<file path="src/rtl/wb_bus_arbiter.sv">
// wb_bus_arbiter: round-robin two-master Wishbone arbiter with a bus watchdog.
module wb_bus_arbiter #(
  parameter int DW = 32,
  parameter int AW = 32,
  parameter int TIMEOUT = 256,
  localparam int SW = DW / 8
) (
  input  logic          i_clk,
  input  logic          i_rst,
  input  logic          i_m0_cyc,
  input  logic          i_m0_stb,
  input  logic          i_m0_we,
  input  logic [AW-1:0] i_m0_addr,
  input  logic [DW-1:0] i_m0_data,
  input  logic [SW-1:0] i_m0_sel,
  input  logic [2:0]    i_m0_cti,
  output logic          o_m0_ack,
  output logic          o_m0_err,
  output logic [DW-1:0] o_m0_data,
  input  logic          i_m1_cyc,
  input  logic          i_m1_stb,
  input  logic          i_m1_we,
  input  logic [AW-1:0] i_m1_addr,
  input  logic [DW-1:0] i_m1_data,
  input  logic [SW-1:0] i_m1_sel,
  input  logic [2:0]    i_m1_cti,
  output logic          o_m1_ack,
  output logic          o_m1_err,
  output logic [DW-1:0] o_m1_data,
  output logic          o_wb_cyc,
  output logic          o_wb_stb,
  output logic          o_wb_we,
  output logic [AW-1:0] o_wb_addr,
  output logic [DW-1:0] o_wb_data,
  output logic [SW-1:0] o_wb_sel,
  output logic [2:0]    o_wb_cti,
  input  logic          i_wb_ack,
  input  logic          i_wb_err,
  input  logic [DW-1:0] i_wb_data,
  output logic [1:0]    o_grant,
  output logic          o_timeout
);
  typedef enum logic [1:0] {IDLE, GRANT0, GRANT1, TOUT} state_t;
  localparam logic [15:0] LIM = 16'(TIMEOUT - 1);
  state_t state_q;
  logic last_q, pick, own_cyc, own_stb, hit, g0, g1, to;
  logic [15:0] cnt_q, cnt_d;
  // last_q doubles as the current owner while in GRANTx/TOUT
  assign pick = i_m1_cyc && (!i_m0_cyc || !last_q);
  assign own_cyc = last_q ? i_m1_cyc : i_m0_cyc;
  assign own_stb = last_q ? i_m1_stb : i_m0_stb;
  assign hit = own_stb && cnt_q == LIM && !i_wb_ack && !i_wb_err;
  assign cnt_d = ((state_q == GRANT0 || state_q == GRANT1) && !i_wb_ack && !i_wb_err)
               ? cnt_q + 16'(own_stb) : '0;
  always_ff @(posedge i_clk)
    if (i_rst) begin
      state_q <= IDLE;
      last_q  <= 1'b1;
      cnt_q   <= '0;
    end else begin
      cnt_q <= cnt_d;
      case (state_q)
        IDLE: if (i_m0_cyc || i_m1_cyc) begin
          state_q <= pick ? GRANT1 : GRANT0;
          last_q  <= pick;
        end
        GRANT0, GRANT1: state_q <= !own_cyc ? IDLE : hit ? TOUT : state_q;
        default: state_q <= IDLE;
      endcase
    end
  // reset dominates every output combinationally
  assign g0 = !i_rst && state_q == GRANT0;
  assign g1 = !i_rst && state_q == GRANT1;
  assign to = !i_rst && state_q == TOUT;
  assign o_wb_cyc  = g0 ? i_m0_cyc  : g1 ? i_m1_cyc  : 1'b0;
  assign o_wb_stb  = g0 ? i_m0_stb  : g1 ? i_m1_stb  : 1'b0;
  assign o_wb_we   = g0 ? i_m0_we   : g1 ? i_m1_we   : 1'b0;
  assign o_wb_addr = g0 ? i_m0_addr : g1 ? i_m1_addr : '0;
  assign o_wb_data = g0 ? i_m0_data : g1 ? i_m1_data : '0;
  assign o_wb_sel  = g0 ? i_m0_sel  : g1 ? i_m1_sel  : '0;
  assign o_wb_cti  = g0 ? i_m0_cti  : g1 ? i_m1_cti  : '0;
  assign o_m0_ack  = g0 && i_wb_ack;
  assign o_m1_ack  = g1 && i_wb_ack;
  assign o_m0_err  = (g0 && i_wb_err) || (to && !last_q);
  assign o_m1_err  = (g1 && i_wb_err) || (to && last_q);
  assign o_m0_data = i_rst ? '0 : i_wb_data;
  assign o_m1_data = i_rst ? '0 : i_wb_data;
  assign o_grant   = {g1, g0};
  assign o_timeout = to;
endmodule
</file>
<file path="config.mk">
export PLATFORM = sky130hd
export DESIGN_NAME = wb_bus_arbiter
export DESIGN_NICKNAME = d
export VERILOG_FILES = /design/src/rtl/wb_bus_arbiter.sv
export SDC_FILE = /design/constraint.sdc
export NUM_CORES = 1
export LEC_CHECK = 0
export CORE_AREA = 2 2 126 128
export CTS_CLUSTER_SIZE = 10
export DETAILED_ROUTE_END_ITERATION = 8
export DIE_AREA = 0 0 128 130
export DONT_BUFFER_PORTS = 1
export PLACE_DENSITY_LB_ADDON = 0.08
export SLEW_MARGIN = 40
export SYNTH_ARGS = -nofsm -noshare
export SYNTH_HDL_FRONTEND = slang
export SYNTH_SLANG_ARGS = --single-unit
</file>
<file path="constraint.sdc">
create_clock -name i_clk -period 1.7 [get_ports i_clk]
set_input_delay 0.17 -clock i_clk [delete_from_list [all_inputs] [get_ports i_clk]]
set_output_delay 0.17 -clock i_clk [all_outputs]
set_load 0.02 [all_outputs]
</file>
**Word level (Yosys, flattened, before mapping)**

Index checks and enable logic that the tools add are counted.

- Register bits: 19
- Input port bits: 184
- Output and inout port bits: 145
- Word-level logic and storage cells: 63

- $add $sub $neg: 1
- Equality and inequality tests: 6
- Multiplexer cells: 22
- Bitwise gates (word level): 1
- Reduce and logical (&&, ||, !) cells: 30

Operator list:

| cell | count |
|---|---|
| 2-to-1 mux 32 bit | 5 |
| adder 16 x 1 -> 16 bit | 1 |
| equality test 16 x 8 -> 1 bit (second input constant) | 1 |
| logical AND 1 bit | 15 |
| 2-to-1 mux 1 bit | 8 |
| 2-to-1 mux 2 bit | 4 |
| 2-to-1 mux 4 bit | 2 |
| 2-to-1 mux 3 bit | 2 |
| logical NOT 1 bit | 5 |
| logical OR 1 bit | 5 |
| equality test 2 bit (second input constant) | 2 |
| case mux 2 bit (2 select lines) | 1 |
| AND reduction 2 bit | 2 |
| OR reduction 2 bit | 2 |
| inequality test 3 bit (second input constant) | 1 |
| equality test 2 x 1 -> 1 bit (second input constant) | 1 |
| logical NOT 2 bit | 1 |
| inequality test 2 bit (second input constant) | 1 |
| NOT 1 bit | 1 |

**Logic depth before layout (Yosys ltp)**

- Word-level depth: 7
- Depth in mapped cells: 8
- Mapped depth without buffers: 7

**Worst setup path before layout**

No wires, ideal clock.

- Path type: register -> register
- Start: register last_q
- End: register cnt_q[14]
- Setup time: 0.070 ns
- Arrival: 1.725 ns
- Data required time: 1.630 ns
- Slack: -0.095 ns
- Cell stages (with the launch flop): 9
- Buffers on the path: 1
- Clock period less this slack: 1.795 ns
- Cells stage by stage: dfxtp_1 buf_6 mux2_2 ha_1 ha_1 nand3_1 nor2_1 a31o_2 a21oi_1

- Word-level cells in the longest chain between the ends: 2

Ends and longest elaborated chain:

| what | RTL line | source |
|---|---|---|
| start: declaration | 46 | `logic last_q, pick, own_cyc, own_stb, hit, g0, g1, to;` |
| start signal: assignment | 65 | `last_q <= pick;` |
| 2-to-1 mux 1 bit | 51 | `assign own_stb = last_q ? i_m1_stb : i_m0_stb;` |
| adder 16 x 1 -> 16 bit | 54 | `? cnt_q + 16'(own_stb) : '0;` |
| end signal: assignment | 61 | `cnt_q <= cnt_d;` |
| end: declaration | 47 | `logic [15:0] cnt_q, cnt_d;` |

No other way between the ends.
A chain may end at the register's enable or synchronous reset.

**Final worst setup path**

- Start: register state_q[0]
- End: output o_wb_cyc

- Word-level cells in the longest chain between the ends: 4
- Elaborated cells on any way between the ends: 6
- Those cells by class: 2 x eq/ne; 2 x mux; 2 x reduce/logical

Ends and longest elaborated chain:

| what | RTL line | source |
|---|---|---|
| start: declaration | 45 | `state_t state_q;` |
| start signal: assignment | 64 | `state_q <= pick ? GRANT1 : GRANT0;` |
| start signal: assignment | 67 | `GRANT0, GRANT1: state_q <= !own_cyc ? IDLE : hit ? TOUT : state_q;` |
| equality test 2 bit | 73 | `assign g1 = !i_rst && state_q == GRANT1;` |
| logical AND 1 bit | 73 |  |
| 2-to-1 mux 1 bit | 75 | `assign o_wb_cyc = g0 ? i_m0_cyc : g1 ? i_m1_cyc : 1'b0;` |
| 2-to-1 mux 1 bit (*) | 75 |  |
| end: declaration | 30 | `output logic o_wb_cyc,` |

Every way passes the cells marked *; elsewhere a longest branch is shown, timed or not.

==> metrics.md <==
| Metric | Value |
|---|---|
| CTS HTree Levels | 1 |
| Sequential share of the synthesized area | 0.1656 |
| Insertion delay to the later sink of the worst-skew pair | 0.25 ns |
| Starting DRT DRC Count | 35 |
| Arrival time of data at the critical path endpoint | 1.65 ns |
| Global route total overflow | 0 |
| Most used flip-flop cell after synthesis | dfxtp_1 |
| Final Max Slew Viols | 0 |
| Terminus of the critical flop-to-flop path | cnt_q[15] |
| Proportion of layout cells with a drive suffix above 1 | 0.5981 |
| RePlAce Congestion | 0.7260 |
| Final-stage net count | 513 |
| Final worst slack | -0.1188 ns |
| Headroom to the max-slew limit | 0.7928 |
| Antenna viol nets, final | 0 |
| Worst Reg2Reg Path Length in Cells | 6 |
| Final setup skew | 0.001794 ns |
| Routed length per instance | 22.15 µm |
| Result of the run | finished with violations |
| Number of global-route vias before repair | 2295 |
| Crit-path max FO | 5 |
| Starting Density | 0.1489 |
| CP Class | register to output port |
| Commonest cells in the synthesized netlist | a22o_1 (76), nor2b_1 (38), buf_4 (34) |
| Syn Nets | 476 |
| Yosys warning count | 0 |
| Gate Count Post-Synth | 285 |
| Global-route wire length before repair | 14250 µm |
| Buffers on Ports | 0 |
| Final setup violation count | 72 |
| Reported max-cap violation count | 0 |
| Aggregate global-route resource usage | 0.1170 |
| Number of distinct standard cells referenced by the synthesized netlist | 38 |
| Start point of the critical path | state_q[0] |
| IR Drop Worst-Case VDD | 324.2 µV |
| WHS | 0.1037 ns |
| Startpoint Class | register |
| Root buffer selected by CTS | clkbuf_16 |
| Crit path required time | 1.53 ns |
| Post-Synthesis Cell Area | 2297 µm² |
| Reg-to-reg startpoint | state_q[0] |
| Capturing element type of the critical path | output port |
| TritonCTS clock tree | yes |
| Row count | 46 |
| Maximum clock frequency | 0.5498 GHz |
| Post-placement worst setup slack | -0.02654 ns |
| Cell Pwr Density | 1019 nW/µm² |
| Ys async rst share | 0 |
| Die area | 16640 µm² |
| Hold Fails Final Rpt | 0 |
| Synth Area per Inst | 8.060 µm² |
| Die boundary width | 128 µm |
| Post-detailed-route via-to-cell ratio | 4.649 |
| Worst hold path type | input pin to register |
| Total via count after detailed routing | 2385 |
| Register-to-register setup slack | 0.09 ns |
| Final cell utilization of the core | 0.2579 |
| Antenna violations before repair | 0 |
| Estimated wirelength of the detail-placed design | 9105 µm |
| Pin count of the biggest net entering global routing | 41 |
| Final worst-path cycle share | 1.070 |
| # diodes | 0 |
| Leakage | 1.746 nW |
| Post-route DRC violation count | 0 |
| Violations in the final reports | setup timing |
| Clk buf depth | 2 |
| Core footprint | 15420 µm² |
| Number of synthesized flops with an enable pin | 0 |
| Die span in y | 130 µm |
| Power consumption | 4.055 mW |
| Final wirelength | 11370 µm |
| Synthesis-stage register bit count | 19 |
| Num Clock Sinks | 19 |
| Top-level port count | 329 |
| Growth of design area from synthesis to finish | 73.15% |
| Worst slew pin tran | 0.3082 ns |
| Area share of the leading cell type in the synthesized netlist | 0.2898 |
| Most numerous cell in the Yosys netlist | a22o_1 |
| Top cells by area in the synthesized netlist | a22o_1 (29%), dfxtp_1 (17%), buf_4 (11%) |
| Unrepaired setup endpoints after global routing | true |
| Iteration count of the initial detailed-routing pass | 4 |
| Clk slew on worst S/H paths | 0.06 ns |
| End of the critical path | o_wb_cyc |
| Time the final worst path needs with I/O delays and setup | 1.819 ns |
| Total clock buffers created by CTS | 3 |
| Number of buffers inserted by hold repair at cts | 0 |
| Post-synthesis cell type with the largest combined area | a22o_1 |
[worst max-delay path, cell delays in order (launching register included)]
cell and delay, ns:
dfxtp_2 0.35, inv_2 0.05, ha_4 0.14, nor2b_4 0.12, nor2b_4 0.13, buf_8 0.14
buf_6 0.11, a22o_4 0.22, buf_6 0.13
[per-stage QoR]
step / instance area, µm² / cells / TNS [ns]
global placement: 2937 / 500 / -0.2870
detailed placement: 2937 / 500 / -0.08522
finish: 3978 / 513 / -5.253
CTS: 3782 / 509 / -5.390
global route: 3978 / 513 / -9.903
floorplan: 2317 / 285 / -0.03692
[worst min-delay path by stage]
stage | start | cells after the start | endpoint
finish | i_rst | 2 | state_q[1]
global route | i_rst | 1 | last_q
CTS | i_rst | 2 | state_q[1]
detailed placement | i_rst | 2 | state_q[0]
global placement | i_rst | 2 | state_q[1]
floorplan | i_m1_cyc | 1 | last_q
[sequential cells by signal, summed over array words and instances (netlist names)]
signal	cells
cnt_q	16
state_q	2
last_q	1
[per-layer routing]
metal,GRT usage,routed length (µm),vias to the layer above
li1,-,-,1096
met1,0.1498,4752,1108
met2,0.1963,5498,171
met3,0.03075,931,10
met4,0.02973,182,0
met5,0,0,-
[timing repair]
item / CTS / global route
cloned: 3 / 2
setup buffers: 2 / 2
endpoints found under the hold margin: 0 / 0
pin swaps: 38 / 5
endpoints found under the setup margin: 80 / 95
resized for setup: 140 / 26
[cell usage in the layout (no fill, tap or decap), types with 3 or more instances in the layout]
| master | instances |
|---|---|
| nand3_1 | 3 |
| nor2b_1 | 34 |
| inv_1 | 4 |
| buf_6 | 13 |
| o21ai_0 | 3 |
| a22o_2 | 3 |
| a21oi_1 | 5 |
| a22o_1 | 5 |
| ha_4 | 5 |
| nor2b_4 | 3 |
| buf_16 | 5 |
| xor2_1 | 7 |
| buf_12 | 9 |
| xnor2_1 | 4 |
| nand2_1 | 6 |
| nand2b_1 | 3 |
| nor2_1 | 16 |
| nand4_1 | 3 |
| clkbuf_16 | 5 |
| a22o_4 | 68 |
| buf_4 | 59 |
| dfxtp_1 | 16 |
[area by class of cell]
| type | count | area [µm²] |
|---|---|---|
| sequential | 19 | 386.6 |
| fill | 1638 | 11450 |
| clock inverter | 1 | 5.005 |
| multi-input combinational | 202 | 2258 |
| clock buffer | 3 | 75.07 |
| inverter | 6 | 25.02 |
| tap | 192 | 240.2 |
| timing repair buffer | 90 | 987.2 |
[cell families after synthesis]
group / count (synthesis) / synth area share
AO/OA/AOI/OAI: 93 / 0.3404
AND/OR/NAND/NOR: 87 / 0.2239
buffers and inverters: 64 / 0.1699
flip-flops: 19 / 0.1656
XOR/XNOR: 11 / 0.04194
adder cells (fa/ha/maj): 7 / 0.03812
multiplexers: 4 / 0.02015
[power by group]
part	total, mW	internal [mW]	switching (mW)	leakage, nW
sequential	0.520	0.484	0.0358	0.154
clock	0.494	0.316	0.178	0.0409
combinational	3.04	1.48	1.56	1.55
Power figures use the tool's default switching activity.
